## src/rtl/ysyx_24110015_lsu_pkg.sv

```systemverilog
// Shared definitions for the load/store unit: func3 encodings, FSM states, size helpers.
package ysyx_24110015_lsu_pkg;

    localparam logic [2:0] F3_B  = 3'b000;
    localparam logic [2:0] F3_H  = 3'b001;
    localparam logic [2:0] F3_W  = 3'b010;
    localparam logic [2:0] F3_D  = 3'b011;
    localparam logic [2:0] F3_BU = 3'b100;
    localparam logic [2:0] F3_HU = 3'b101;
    localparam logic [2:0] F3_WU = 3'b110;

    typedef enum logic [1:0] {
        ST_IDLE = 2'd0,
        ST_REQ  = 2'd1,
        ST_WAIT = 2'd2,
        ST_RESP = 2'd3
    } lsu_state_e;

    // Byte-enable pattern for an access of the given size code (func3[1:0]).
    function automatic logic [7:0] size_mask(input logic [1:0] size);
        logic [7:0] m;
        case (size)
            2'b00:   m = 8'h01;
            2'b01:   m = 8'h03;
            2'b10:   m = 8'h0F;
            default: m = 8'hFF;
        endcase
        return m;
    endfunction

    // Low-address bits that must be zero for a naturally aligned access.
    function automatic logic [2:0] align_mask(input logic [1:0] size);
        logic [2:0] m;
        case (size)
            2'b00:   m = 3'b000;
            2'b01:   m = 3'b001;
            2'b10:   m = 3'b011;
            default: m = 3'b111;
        endcase
        return m;
    endfunction

    // Whether a func3 encoding names a supported access for this data width.
    function automatic logic f3_legal(input logic [2:0] f3, input logic is64);
        logic ok;
        case (f3)
            F3_B, F3_H, F3_W, F3_BU, F3_HU: ok = 1'b1;
            F3_D, F3_WU:                    ok = is64;
            default:                        ok = 1'b0;
        endcase
        return ok;
    endfunction

endpackage

```

## src/rtl/ysyx_24110015_lsu_align.sv

```systemverilog
// Lane alignment: store data/mask shift into bus lanes, load data shift and extend.
module ysyx_24110015_lsu_align
    import ysyx_24110015_lsu_pkg::*;
#(
    parameter int unsigned XLEN = 32
) (
    input  logic [2:0]        i_st_func3,
    input  logic [2:0]        i_st_off,
    input  logic [XLEN-1:0]   i_st_wdata,
    output logic [XLEN-1:0]   o_st_wdata_c,
    output logic [XLEN/8-1:0] o_st_wmask_c,
    input  logic [2:0]        i_ld_func3,
    input  logic [2:0]        i_ld_off,
    input  logic [XLEN-1:0]   i_ld_rdata,
    output logic [XLEN-1:0]   o_ld_data_c
);

    localparam int unsigned BYTES = XLEN / 8;

    logic [BYTES-1:0] w_st_size;
    logic [XLEN-1:0]  w_ld_sh;

    // Store path: bits pushed past the top lane are simply dropped.
    always_comb begin
        w_st_size    = BYTES'(size_mask(i_st_func3[1:0]));
        o_st_wmask_c = w_st_size << i_st_off;
        o_st_wdata_c = i_st_wdata << {i_st_off, 3'b000};
    end

    // Load path: bring the addressed byte lane down to bit 0, then extend.
    always_comb begin
        w_ld_sh     = i_ld_rdata >> {i_ld_off, 3'b000};
        o_ld_data_c = w_ld_sh;
        case (i_ld_func3)
            F3_B:    o_ld_data_c = XLEN'($signed(w_ld_sh[7:0]));
            F3_H:    o_ld_data_c = XLEN'($signed(w_ld_sh[15:0]));
            F3_W:    o_ld_data_c = XLEN'($signed(w_ld_sh[31:0]));
            F3_BU:   o_ld_data_c = XLEN'(w_ld_sh[7:0]);
            F3_HU:   o_ld_data_c = XLEN'(w_ld_sh[15:0]);
            F3_WU:   o_ld_data_c = XLEN'(w_ld_sh[31:0]);
            default: o_ld_data_c = w_ld_sh;
        endcase
    end

endmodule

```

## src/rtl/ysyx_24110015_lsu.sv

```systemverilog
// Load/store unit: execute-stage request -> single bus transaction -> writeback result.
// Optional build macro YSYX_24110015_LSU_MISALIGN_EN faults accesses not aligned to their size.
module ysyx_24110015_lsu
    import ysyx_24110015_lsu_pkg::*;
#(
    parameter int unsigned XLEN   = 32,
    parameter int unsigned ADDR_W = 32
) (
    input  logic              clk,
    input  logic              rst,
    input  logic              in_valid,
    output logic              in_ready,
    input  logic [ADDR_W-1:0] in_addr,
    input  logic [XLEN-1:0]   in_wdata,
    input  logic [2:0]        in_func3,
    input  logic              in_ren,
    input  logic              in_wen,
    output logic              out_valid,
    input  logic              out_ready,
    output logic [XLEN-1:0]   out_rdata,
    output logic              out_err,
    output logic              mem_req_valid,
    input  logic              mem_req_ready,
    output logic [ADDR_W-1:0] mem_req_addr,
    output logic              mem_req_wen,
    output logic [XLEN-1:0]   mem_req_wdata,
    output logic [XLEN/8-1:0] mem_req_wmask,
    input  logic              mem_rsp_valid,
    input  logic [XLEN-1:0]   mem_rsp_rdata,
    input  logic              mem_rsp_err
);

    localparam int unsigned BYTES = XLEN / 8;
    localparam int unsigned OFF_W = $clog2(BYTES);
    localparam logic        IS64  = (XLEN == 64);

    lsu_state_e        r_state;
    logic              r_in_ready;
    logic              r_out_valid;
    logic [XLEN-1:0]   r_out_rdata;
    logic              r_out_err;
    logic              r_req_valid;
    logic [ADDR_W-1:0] r_req_addr;
    logic              r_req_wen;
    logic [XLEN-1:0]   r_req_wdata;
    logic [BYTES-1:0]  r_req_wmask;
    logic [2:0]        r_func3;
    logic [2:0]        r_off;

    logic [2:0]        w_in_off;
    logic [XLEN-1:0]   w_st_wdata;
    logic [BYTES-1:0]  w_st_wmask;
    logic [XLEN-1:0]   w_ld_data;
    logic              w_misalign;
    logic              w_fault;

    assign w_in_off = 3'(in_addr[OFF_W-1:0]);

    ysyx_24110015_lsu_align #(
        .XLEN (XLEN)
    ) u_align (
        .i_st_func3   (in_func3),
        .i_st_off     (w_in_off),
        .i_st_wdata   (in_wdata),
        .o_st_wdata_c (w_st_wdata),
        .o_st_wmask_c (w_st_wmask),
        .i_ld_func3   (r_func3),
        .i_ld_off     (r_off),
        .i_ld_rdata   (mem_rsp_rdata),
        .o_ld_data_c  (w_ld_data)
    );

`ifdef YSYX_24110015_LSU_MISALIGN_EN
    // Any set offset bit below the access size means the access straddles its natural boundary.
    assign w_misalign = |(w_in_off & align_mask(in_func3[1:0]));
`else
    assign w_misalign = 1'b0;
`endif

    // Requests that fault before touching the bus: conflicting selects, bad encoding, misalignment.
    assign w_fault = (in_ren && in_wen)
                   || ((in_ren || in_wen) && (!f3_legal(in_func3, IS64) || w_misalign));

    // Transaction FSM with all handshake and result outputs held in registers.
    always_ff @(posedge clk) begin
        if (rst) begin
            r_state     <= ST_IDLE;
            r_in_ready  <= 1'b1;
            r_out_valid <= 1'b0;
            r_out_rdata <= '0;
            r_out_err   <= 1'b0;
            r_req_valid <= 1'b0;
            r_req_addr  <= '0;
            r_req_wen   <= 1'b0;
            r_req_wdata <= '0;
            r_req_wmask <= '0;
            r_func3     <= 3'b000;
            r_off       <= 3'b000;
        end else begin
            case (r_state)
                ST_IDLE: begin
                    if (in_valid && r_in_ready) begin
                        r_in_ready <= 1'b0;
                        r_func3    <= in_func3;
                        r_off      <= w_in_off;
                        if (w_fault || (!in_ren && !in_wen)) begin
                            r_state     <= ST_RESP;
                            r_out_valid <= 1'b1;
                            r_out_err   <= w_fault;
                            r_out_rdata <= '0;
                        end else begin
                            r_state     <= ST_REQ;
                            r_req_valid <= 1'b1;
                            r_req_addr  <= {in_addr[ADDR_W-1:OFF_W], OFF_W'(0)};
                            r_req_wen   <= in_wen;
                            r_req_wdata <= in_wen ? w_st_wdata : '0;
                            r_req_wmask <= in_wen ? w_st_wmask : '0;
                        end
                    end
                end
                ST_REQ: begin
                    if (mem_req_ready) begin
                        r_state     <= ST_WAIT;
                        r_req_valid <= 1'b0;
                    end
                end
                ST_WAIT: begin
                    if (mem_rsp_valid) begin
                        r_state     <= ST_RESP;
                        r_out_valid <= 1'b1;
                        r_out_err   <= mem_rsp_err;
                        r_out_rdata <= (mem_rsp_err || r_req_wen) ? '0 : w_ld_data;
                    end
                end
                ST_RESP: begin
                    if (out_ready) begin
                        r_state     <= ST_IDLE;
                        r_out_valid <= 1'b0;
                        r_out_err   <= 1'b0;
                        r_out_rdata <= '0;
                        r_in_ready  <= 1'b1;
                    end
                end
                default: begin
                    r_state <= ST_IDLE;
                end
            endcase
        end
    end

    assign in_ready      = r_in_ready;
    assign out_valid     = r_out_valid;
    assign out_rdata     = r_out_rdata;
    assign out_err       = r_out_err;
    assign mem_req_valid = r_req_valid;
    assign mem_req_addr  = r_req_addr;
    assign mem_req_wen   = r_req_wen;
    assign mem_req_wdata = r_req_wdata;
    assign mem_req_wmask = r_req_wmask;

endmodule

```

## config.mk

```make
export PLATFORM = sky130hd
export DESIGN_NAME = ysyx_24110015_lsu
export DESIGN_NICKNAME = d
export VERILOG_FILES = /design/src/rtl/ysyx_24110015_lsu_pkg.sv /design/src/rtl/ysyx_24110015_lsu_align.sv /design/src/rtl/ysyx_24110015_lsu.sv
export SDC_FILE = /design/constraint.sdc
export NUM_CORES = 1
export LEC_CHECK = 0
export BUFFER_PORTS_ARGS = -buffer_cell sky130_fd_sc_hd__buf_4
export CAP_MARGIN = 20
export CORE_MARGIN = 2
export CORE_UTILIZATION = 35
export DETAILED_ROUTE_END_ITERATION = 16
export PLACE_DENSITY = 0.64
export SLEW_MARGIN = 0
export SYNTH_ARGS = -nofsm -noshare
export SYNTH_HDL_FRONTEND = slang
export SYNTH_SLANG_ARGS = --single-unit
```

## constraint.sdc

```tcl
create_clock -name clk -period 3.71 [get_ports clk]
set_input_delay 0.1855 -clock clk [delete_from_list [all_inputs] [get_ports clk]]
set_output_delay 0.1855 -clock clk [all_outputs]
set_load 0.05 [all_outputs]
```

==> metrics.md <==
| Metric | Value |
|---|---|
| Maximum buffer depth of the clock tree | `2` |
| CP delay by family, top | `compound AO/OA/AOI/OAI gates` |
| Worst-path fanout max | `23` |
| Initial antenna violation count | `0` |
| Fmax | `381 MHz` |
| Hpwl dp | `between 10000 and 15000 µm` |
| Critical path arrival | `a little under 3 ns` |
| Leak | `roughly 3.4 nW` |
| PostCTS Resize Cnt | `0` |
| Sequential-to-total area share from yosys stat | `0.430` |
| # hold bufs at CTS | `0` |
| Max stage delay on crit path | `around 0.86 ns` |
| Top post-synthesis cells by area | `dfxtp_1 43%, mux2i_1 10%, mux2_2 5.1%, nor2_1 4.6%, mux4_2 4.0%` |
| Ant diodes | `0` |
| CP Buf/Inv Count | `1` |
| Clock sinks | `110` |
| Synthesized area | `slightly above 5000 µm²` |
| Top-count cell post-synth | `dfxtp_1` |
| Setup Crit Path Kind | `register to register` |
| Slew HR | `0.306` |
| Critical Path Stages | `6` |
| Worst Setup Start Kind | `register` |
| Synth area leader | `dfxtp_1` |
| Clock skew | `0.00937 ns` |
| First-pass iteration count of the detailed router | `5` |
| Initial DRC count | `320` |
| Synth cell count leaders | `110 x dfxtp_1, 63 x nor2_1, 52 x mux2i_1` |
| First-pass GRT wire length | `24400 µm` |
| Gr usage total | `0.193` |
| Number of setup buffers added after CTS | `0` |
| Setup WS pre-CTS | `approximately 1.1 ns` |
| Slowest-stage cell, CP | `a21oi_2` |
| Share of cells above drive strength 1 | `0.380` |
| I/O Buffers | `210` |
| Final ANT Viol Nets | `0` |
| Largest net degree at the start of global routing | `between 70 and 80` |
| CP Capture Type | `register` |
| Skew-Pair Late Insertion Delay | `about 0.35 ns` |
| Synth top area share | `0.430` |
| #FFs+latches synth | `110` |
| PD cells | `504 nW/µm²` |
| Finished Layout Cells | `approximately 910` |
| P&R area growth vs syn | `40.3%` |
| Filler cells | `1372` |
| Worst hold path class | `input pin to register` |
| Tcrit/Tclk final | `0.708` |
| Avg Synthesized Cell Area | `roughly 9.6 µm²` |
| Asr flop ratio synth | `0` |
| CTS tree | `done` |
| Max Slew Vio Count | `0` |
| Worst Tran Pin Value | `around 1.0 ns` |
| Hold depth | `3` |
| Via Count | `4739` |
| Post-route minimum period | `approximately 2.6 ns` |
| Final setup vio count | `0` |
| Row count | `44` |
| Cts bufs inserted | `9` |
| Gpl congestion | `0.843` |
| I/O Pins | `213` |
| Max-cap violations | `0` |
| Vias in the first global route | `around 4700` |
| Placed insts | `between 800 and 900` |
| Total grt overflow | `0` |
| Post-synth EDFFs | `0` |
| Status | `finished, final reports clean` |
| Vias/cell | `~5.2` |
| Die W | `roughly 130 µm` |
| Core footprint | `~14000 µm²` |
| PnR worst setup slack | `~1.1 ns` |
| Total Power | `3.62 mW` |
| Warnings from Yosys | `0` |
| Layout Nets | `approximately 830` |
| Synth unique cells | `52` |
| Peak VDD IR | `0.201 mV` |
| Setup_tns | `0 ns` |
| Starting Density | `0.355` |
| Root Buffer | `clkbuf_16` |
| Die Area | `~16000 µm²` |
| Total Wirelength | `about 16000 µm` |
| Multi-input gate area | `2690 µm²` |
| Gate Count Post-Synth | `about 530` |
| RSZ-0062 raised after global routing | `false` |
| Path depth of the worst reg2reg path | `6` |
| Vert. Die Dim | `about 130 µm` |
| Synth Flop Type | `dfxtp_1` |
| Hold Fails Final Rpt | `0` |
| Register area | `~2200 µm²` |
| Routed length per instance | `17.1 µm` |
| H-tree depth | `3` |
| CP cell instances | `inv_1 -> ha_1 -> a21boi_1 -> a311oi_4 -> a21oi_2 -> a22o_1` |
| Drt drc | `0` |
| Worst-path clk slew | `around 0.08 ns` |
| Worst Path Required | `roughly 4 ns` |
[flip-flops by register name (all words and copies together), names as in the netlist]
register and cells:
in_ready 1, mem_req_addr 30, mem_req_valid 1, mem_req_wdata 32, mem_req_wen 1, mem_req_wmask 4
out_err 1, out_rdata 32, out_valid 1, r_func3 3, r_off 2, r_state 2
[worst reg2reg max path: cells and delay by family (launching register included)]
kind	cells	cell delay, ns
compound gates	4	1.73
fa+ha+maj	1	0.41
flops	1	0.34
buf+inv	1	0.09
[placed cells by master (no fill, tap or decap), types with 2 or more instances in the layout]
| cell | instances |
|---|---|
| a221o_1 | 8 |
| nand2_1 | 28 |
| nor2b_1 | 3 |
| a22oi_1 | 19 |
| a31oi_1 | 2 |
| o21ai_0 | 37 |
| mux2_2 | 23 |
| buf_4 | 217 |
| o21a_1 | 2 |
| ha_1 | 4 |
| a211oi_1 | 3 |
| conb_1 | 2 |
| mux4_2 | 9 |
| and2_1 | 8 |
| o2111ai_1 | 8 |
| or2_2 | 2 |
| clkbuf_16 | 9 |
| nor2_1 | 63 |
| and2_0 | 2 |
| nor3_1 | 3 |
| a21oi_1 | 26 |
| o2bb2ai_1 | 16 |
| mux2i_1 | 52 |
| dfxtp_1 | 110 |
| a22o_1 | 15 |
| bufinv_16 | 3 |
| inv_1 | 17 |
| nand2b_1 | 4 |
| nand3_1 | 2 |
[routing by layer]
metal / track usage / up-vias / routed length, µm
met4: 0.0654 / 0 / 221
li1: - / 2298 / -
met1: 0.246 / 2239 / 6750
met5: 0 / - / 0
met2: 0.311 / 189 / 7160
met3: 0.0599 / 13 / 1430
[through the flow]
| step | instance area [µm²] | util | hold slack [ns] |
|---|---|---|---|
| global route | 7190 | 0.499 | 0.0537 |
| detailed placement | 6840 | 0.474 | 0.422 |
| floorplan | 5130 | - | 0.311 |
| finish | 7190 | 0.499 | 0.0604 |
| global placement | 6820 | 0.473 | 0.416 |
| CTS | 7190 | 0.499 | 0.0459 |
[kinds of logic after synthesis]
logic type	count (synthesis)	share of synthesized area
xor+xnor	1	0.00317
compound gates	149	0.206
fa+ha+maj	5	0.0117
mux	84	0.192
buf+inv	60	0.0488
flops	110	0.430
other cells	1	0.000732
simple gates	122	0.108
[area by class of cell]
cell class | count | area share
inverter | 17 | 0.00887
multi-input combinational | 363 | 0.374
clock inverter | 7 | 0.0183
timing repair buffer | 218 | 0.229
clock buffer | 9 | 0.0313
sequential | 110 | 0.306
tap | 184 | 0.0320
[final timing paths]
kind	from	endpoint	slack (ns)
max	r_state[1]$_SDFFE_PP0P_	out_rdata[9]$_SDFFE_PP0P_	1.08
max reg2reg	r_state[1]$_SDFFE_PP0P_	out_rdata[9]$_SDFFE_PP0P_	1.08
min reg2reg	mem_req_wmask[3]$_SDFFE_PP0P_	mem_req_wmask[3]$_SDFFE_PP0P_	0.46
min	in_addr[7]	mem_req_addr[7]$_SDFFE_PP0P_	0.06
[power breakdown]
part	internal [mW]	leakage [nW]	total, mW	switching [mW]
clock	0.672	0.175	1.14	0.469
sequential	1.26	0.890	1.33	0.0679
combinational	0.424	2.30	1.15	0.726
total	2.36	3.36	3.62	1.26
Note: power is estimated with default switching activity, not from simulation.
